--- src/rtl/uart_tx_sched.sv ---
// Round-robin UART 8N1 transmit scheduler: NUM_REQ byte streams share one tx line, with packet locking.
// Define UART_TX_SCHED_PARITY_EN to insert an even-parity bit between data and stop.
module uart_tx_sched #(
  parameter int NUM_REQ = 4,
  parameter int CLK_DIV = 868
) (
  input  logic                       clk,
  input  logic                       rst_n,
  input  logic [NUM_REQ-1:0]         req_valid,
  input  logic [8*NUM_REQ-1:0]       req_data,
  input  logic [NUM_REQ-1:0]         req_last,
  output logic [NUM_REQ-1:0]         req_ready,
  output logic                       tx,
  output logic                       busy,
  output logic [$clog2(NUM_REQ)-1:0] grant_id
);

  localparam int GW = $clog2(NUM_REQ);
  localparam logic [15:0] DIV_LOAD = 16'(CLK_DIV - 1);

  localparam logic [2:0] IDLE   = 3'd0;
  localparam logic [2:0] START  = 3'd1;
  localparam logic [2:0] DATA   = 3'd2;
`ifdef UART_TX_SCHED_PARITY_EN
  localparam logic [2:0] PARITY = 3'd3;
`endif
  localparam logic [2:0] STOP   = 3'd4;

  logic [2:0]    state_reg;
  logic [15:0]   div_reg;
  logic [2:0]    bit_idx_reg;
  logic [7:0]    data_reg;
  logic          tx_reg;
  logic          lock_reg;
  logic [GW-1:0] last_grant_reg;
  logic [GW-1:0] grant_id_reg;

  logic          win_found;
  logic [GW-1:0] win_id;
  logic [GW-1:0] cand;
  logic          accept;
  logic          bit_end;

  // Search downward so the closest requester after last_grant overwrites the others.
  always_comb begin
    win_found = 1'b0;
    win_id    = '0;
    cand      = '0;
    if (lock_reg) begin
      if (req_valid[last_grant_reg]) begin
        win_found = 1'b1;
        win_id    = last_grant_reg;
      end
    end else begin
      for (int k = NUM_REQ; k >= 1; k--) begin
        cand = GW'((int'(last_grant_reg) + k) % NUM_REQ);
        if (req_valid[cand]) begin
          win_found = 1'b1;
          win_id    = cand;
        end
      end
    end
  end

  assign accept  = (state_reg == IDLE) && win_found;
  assign bit_end = (div_reg == 16'd0);

  always_comb begin
    req_ready = '0;
    if (accept) req_ready[win_id] = 1'b1;
  end

  always_ff @(posedge clk or negedge rst_n) begin
    if (!rst_n) begin
      state_reg      <= IDLE;
      div_reg        <= 16'd0;
      bit_idx_reg    <= 3'd0;
      data_reg       <= 8'd0;
      tx_reg         <= 1'b1;
      lock_reg       <= 1'b0;
      last_grant_reg <= GW'(NUM_REQ - 1);
      grant_id_reg   <= '0;
    end else begin
      if (state_reg != IDLE) div_reg <= bit_end ? DIV_LOAD : div_reg - 16'd1;
      case (state_reg)
        IDLE: begin
          if (accept) begin
            data_reg       <= req_data[win_id*8 +: 8];
            grant_id_reg   <= win_id;
            last_grant_reg <= win_id;
            lock_reg       <= ~req_last[win_id];
            tx_reg         <= 1'b0;
            div_reg        <= DIV_LOAD;
            state_reg      <= START;
          end
        end
        START: begin
          if (bit_end) begin
            tx_reg      <= data_reg[0];
            bit_idx_reg <= 3'd0;
            state_reg   <= DATA;
          end
        end
        DATA: begin
          if (bit_end) begin
            if (bit_idx_reg == 3'd7) begin
`ifdef UART_TX_SCHED_PARITY_EN
              tx_reg    <= ^data_reg;
              state_reg <= PARITY;
`else
              tx_reg    <= 1'b1;
              state_reg <= STOP;
`endif
            end else begin
              bit_idx_reg <= bit_idx_reg + 3'd1;
              tx_reg      <= data_reg[bit_idx_reg + 3'd1];
            end
          end
        end
`ifdef UART_TX_SCHED_PARITY_EN
        PARITY: begin
          if (bit_end) begin
            tx_reg    <= 1'b1;
            state_reg <= STOP;
          end
        end
`endif
        STOP: begin
          if (bit_end) state_reg <= IDLE;
        end
        default: begin
          tx_reg    <= 1'b1;
          state_reg <= IDLE;
        end
      endcase
    end
  end

  assign tx       = tx_reg;
  assign busy     = (state_reg != IDLE) | lock_reg;
  assign grant_id = grant_id_reg;

endmodule

--- config.mk ---
export PLATFORM = sky130hd
export DESIGN_NAME = uart_tx_sched
export DESIGN_NICKNAME = d
export VERILOG_FILES = /design/src/rtl/uart_tx_sched.sv
export SDC_FILE = /design/constraint.sdc
export NUM_CORES = 1
export LEC_CHECK = 0
export CAP_MARGIN = 5
export CORE_ASPECT_RATIO = 1.2
export CORE_MARGIN = 1.5
export CORE_UTILIZATION = 52
export CTS_CLUSTER_SIZE = 10
export DETAILED_ROUTE_END_ITERATION = 10
export PLACE_DENSITY = 0.85
export SYNTH_ARGS = -nofsm -noshare
export SYNTH_HDL_FRONTEND = slang
export SYNTH_SLANG_ARGS = --single-unit
--- constraint.sdc ---
create_clock -name clk -period 2.6 [get_ports clk]
set_input_delay 0.65 -clock clk [delete_from_list [all_inputs] [get_ports clk]]
set_output_delay 0.65 -clock clk [all_outputs]
set_load 0.02 [all_outputs]
==> impl_metrics.csv <==
group,metric,value,unit
grt,grt_pass1_vias,2281,
sta,tns,-0.3047,ns
grt,antenna_found_initial,0,
synthesis,synth-edff-count,0,
critical_path,crit_path_max_fanout,7,
pwr,p_int,1.154,mW
routing,ant_nets,0,
synthesis,synth.avg_cell_area,9.693,µm²
pwr,ir_worst_vdd,0.0003982,V
synthesis,ys_warn_count,0,
die,die_area,0.005061,mm²
sta,hold_violations,0,
synthesis,syn_nets,294,
die,fp.dieH,77.63,µm
critical_path,critPathLaunch,"last_grant_reg[0]",
synthesis,synth.most_common_cell,"nor2_1",
synthesis,synth.top_cell.area_share,34.21,%
clock_tree,numCtsBuffers,5,
synthesis,yosysSeqAreaShare,37.48,%
clock_tree,cts_hold_buf,0,
synthesis,synthTopCellsByArea,"dfrtp_1 (34%), mux2i_1 (9.5%), nor2_1 (5.6%), mux2_2 (4.7%), dfstp_2 (3.3%)",
sta,max_slew.worst_pin.slew,0.5220,ns
placed_design,gp_congestion,0.9097,
die,placementRows,26,
cells_and_area,largest_register_ffs,16,
pwr,combPwrFrac,26.8,%
cells_and_area,fin_nets,364,
synthesis,synth_seq_cells,36,
sta,layout_min_cycle_time,2.712,ns
critical_path,start_kind,"flop",
die,core,0.004359,mm²
sta,layout_setup_ws,-0.1124,ns
sta,slew_viol_final,0,
pwr,seq_power_share,43.6,%
routing,drt_drc_violations_left,0,
clock_tree,clk_latency,0.29,ns
synthesis,yosys.area.top_type,"dfrtp_1",
die,start_util,55.37,%
clock_tree,post_cts_buffers,0,
routing,vias,2187,
placed_design,place_area,0.003110,mm²
synthesis,synth-simple-area-share,22.45,%
synthesis,yosys-top-cells-count,"nor2_1 (36), dfrtp_1 (33), mux2i_1 (23)",
cells_and_area,final_core_util,75.32,%
critical_path,endpoint_kind,"primary output",
sta,finalCritPeriodShare,104.3,%
routing,routed_wl,5854,µm
synthesis,syn_area,0.002414,mm²
grt,grt_max_degree,29,
synthesis,synth_fa_ha_area_share,1.555,%
synthesis,synthArstFlopShare,100.0,%
sta,setup_viol,4,
sta,max_slew_margin,65.12,%
min_path,hp-class,"flop to flop",
critical_path,arrival,2.06,ns
clock_tree,clockBufferDepth,2,
clock_tree,clock-sinks,36,
grt,grt_usage,25.45,%
synthesis,synth_compound_area_share,14.67,%
cells_and_area,layout-drive-gt1-share,25.31,%
placed_design,dp_hpwl,4196,µm
pwr,sw_frac_of_total,29.50,%
grt,grt-ovfl-total,0,
status,status,"finished with violations",
critical_path,r2r-start,"last_grant_reg[1]",
min_path,worstHoldStart,"data_reg[4]",
cells_and_area,antennaDiodeCount,0,
grt,grt_first_pass_wirelength,10060,µm
routing,via_per_inst,5.816,
sta,rsz0062_at_grt,"true",
flow_run,cap_viol_max_count,0,
placed_design,portBuffers,49,
routing,dr.pass1.iters,4,
die,io_pins,50,
clock_tree,htreeDepth,2,
cells_and_area,stdcell_area,0.003283,mm²
clock_tree,clkTransAtPathRegs,0.07,ns
die,fp.dieW,65.19,µm
clock_tree,clock-root-buffer,"clkbuf_8",
status,violations,"negative setup slack",
synthesis,synth_xor_area_share,2.903,%
synthesis,synth_top_family_by_area,"simple AND/OR/NAND/NOR gates",
routing,wire_per_inst,15.57,µm
cells_and_area,syn_to_final_growth,36.03,%
synthesis,synth_ff_type,"dfrtp_1",
critical_path,critPathKind,"flop to primary output",
clock_tree,tritoncts,"yes",
pwr,p_sw,0.4832,mW
sta,finClkSkew,0.003145,ns
pwr,power_leakage,1.377,nW
critical_path,cp.required,1.95,ns
synthesis,yosysUniqueCellTypes,55,
synthesis,synthMuxAreaShare,16.54,%
routing,drtIter0Drc,190,
synthesis,synthCells,249,
pwr,powerDensity,498.8,mW/mm²
pwr,clkPwrFrac,29.6,%
sta,fmax,368.7,MHz
-- kinds of logic (layout without fill, tap and decap cells) --
group	Yosys count	count (layout)
compound gates	49	49
simple gates	97	97
xor+xnor	8	8
fa+ha+maj	3	3
mux	36	36
buf+inv	20	91
flops	36	36
-- critical path: stages, from the launching register on --
cell and delay (ns):
dfstp_2 0.61, nor2_2 0.07, buf_4 0.13, o31ai_2 0.17, a32oi_1 0.13, o21ai_1 0.17
buf_4 0.19, and3_4 0.19, buf_6 0.11
-- area by class of cell --
type | instances | area [µm²]
Fill cell | 300 | 1076
Timing Repair Buffer | 75 | 705.7
Inverter | 8 | 30.03
Sequential cell | 36 | 904.6
Clock inverter | 2 | 35.03
Clock buffer | 6 | 72.57
Multi-Input combinational cell | 193 | 1465
Tap cell | 56 | 70.07
-- layout by cell type, fill, tap and decap left out, drive strengths merged, types with 4 or more instances in the layout --
cell	count
nor2b	5
nor4	7
or3	4
clkdlybuf4s50	41
o21ai	18
nor3	10
dfrtp	33
xnor2	7
mux2i	23
inv	8
clkbuf	6
nor2	37
a21oi	14
mux2	11
nand2	19
buf	31
-- layer usage --
layer  vias to the layer above  GRT usage (%)  wire [µm]
met5                         -              0          0
met4                         0          11.25        207
met3                        25          4.783        275
met2                        84          43.27       2995
met1                      1041          31.02       2376
li1                       1037              -          -
-- stage by stage --
step                      setup WS [ns]  power [mW]  hold WS (ns)  instances
final                           -0.1124       1.638        0.4883        376
after global routing            -0.1847       1.733        0.5272        376
after CTS                      -0.06318       1.646        0.4890        376
after detailed placement        -0.8864       1.150        0.4739        368
after global placement          -0.8271       1.132        0.4630        368
after floorplan                 0.07659      0.9937        0.3544        249
-- power groups by stage --
stage,clock (mW),sequential [mW],combinational [mW]
after CTS,0.497,0.713,0.437
after floorplan,0,0.707,0.287
after global placement,0,0.717,0.415
final,0.485,0.714,0.439
after global routing,0.517,0.724,0.491
after detailed placement,0,0.722,0.428
-- what timing repair did --
item                                    4_1_cts  5_1_grt
pin swaps                                    10        2
endpoints found under the setup margin        4        5
gates resized for setup                      50        3
-- path summary, 6_finish.rpt --
| check | end | slack, ns | cells after the start |
|---|---|---|---|
| hold / removal | data_reg[4] | 0.49 | 2 |
| setup reg to reg | data_reg[0] | 0.34 | 7 |
| max in group asynchronous | last_grant_reg[1] | 1.35 | 2 |
| min in group asynchronous | div_reg[11] | 0.67 | 1 |
| setup / recovery | req_ready[3] | -0.11 | 8 |
| hold reg to reg | data_reg[4] | 0.49 | 2 |
Power figures use the tool's default switching activity.
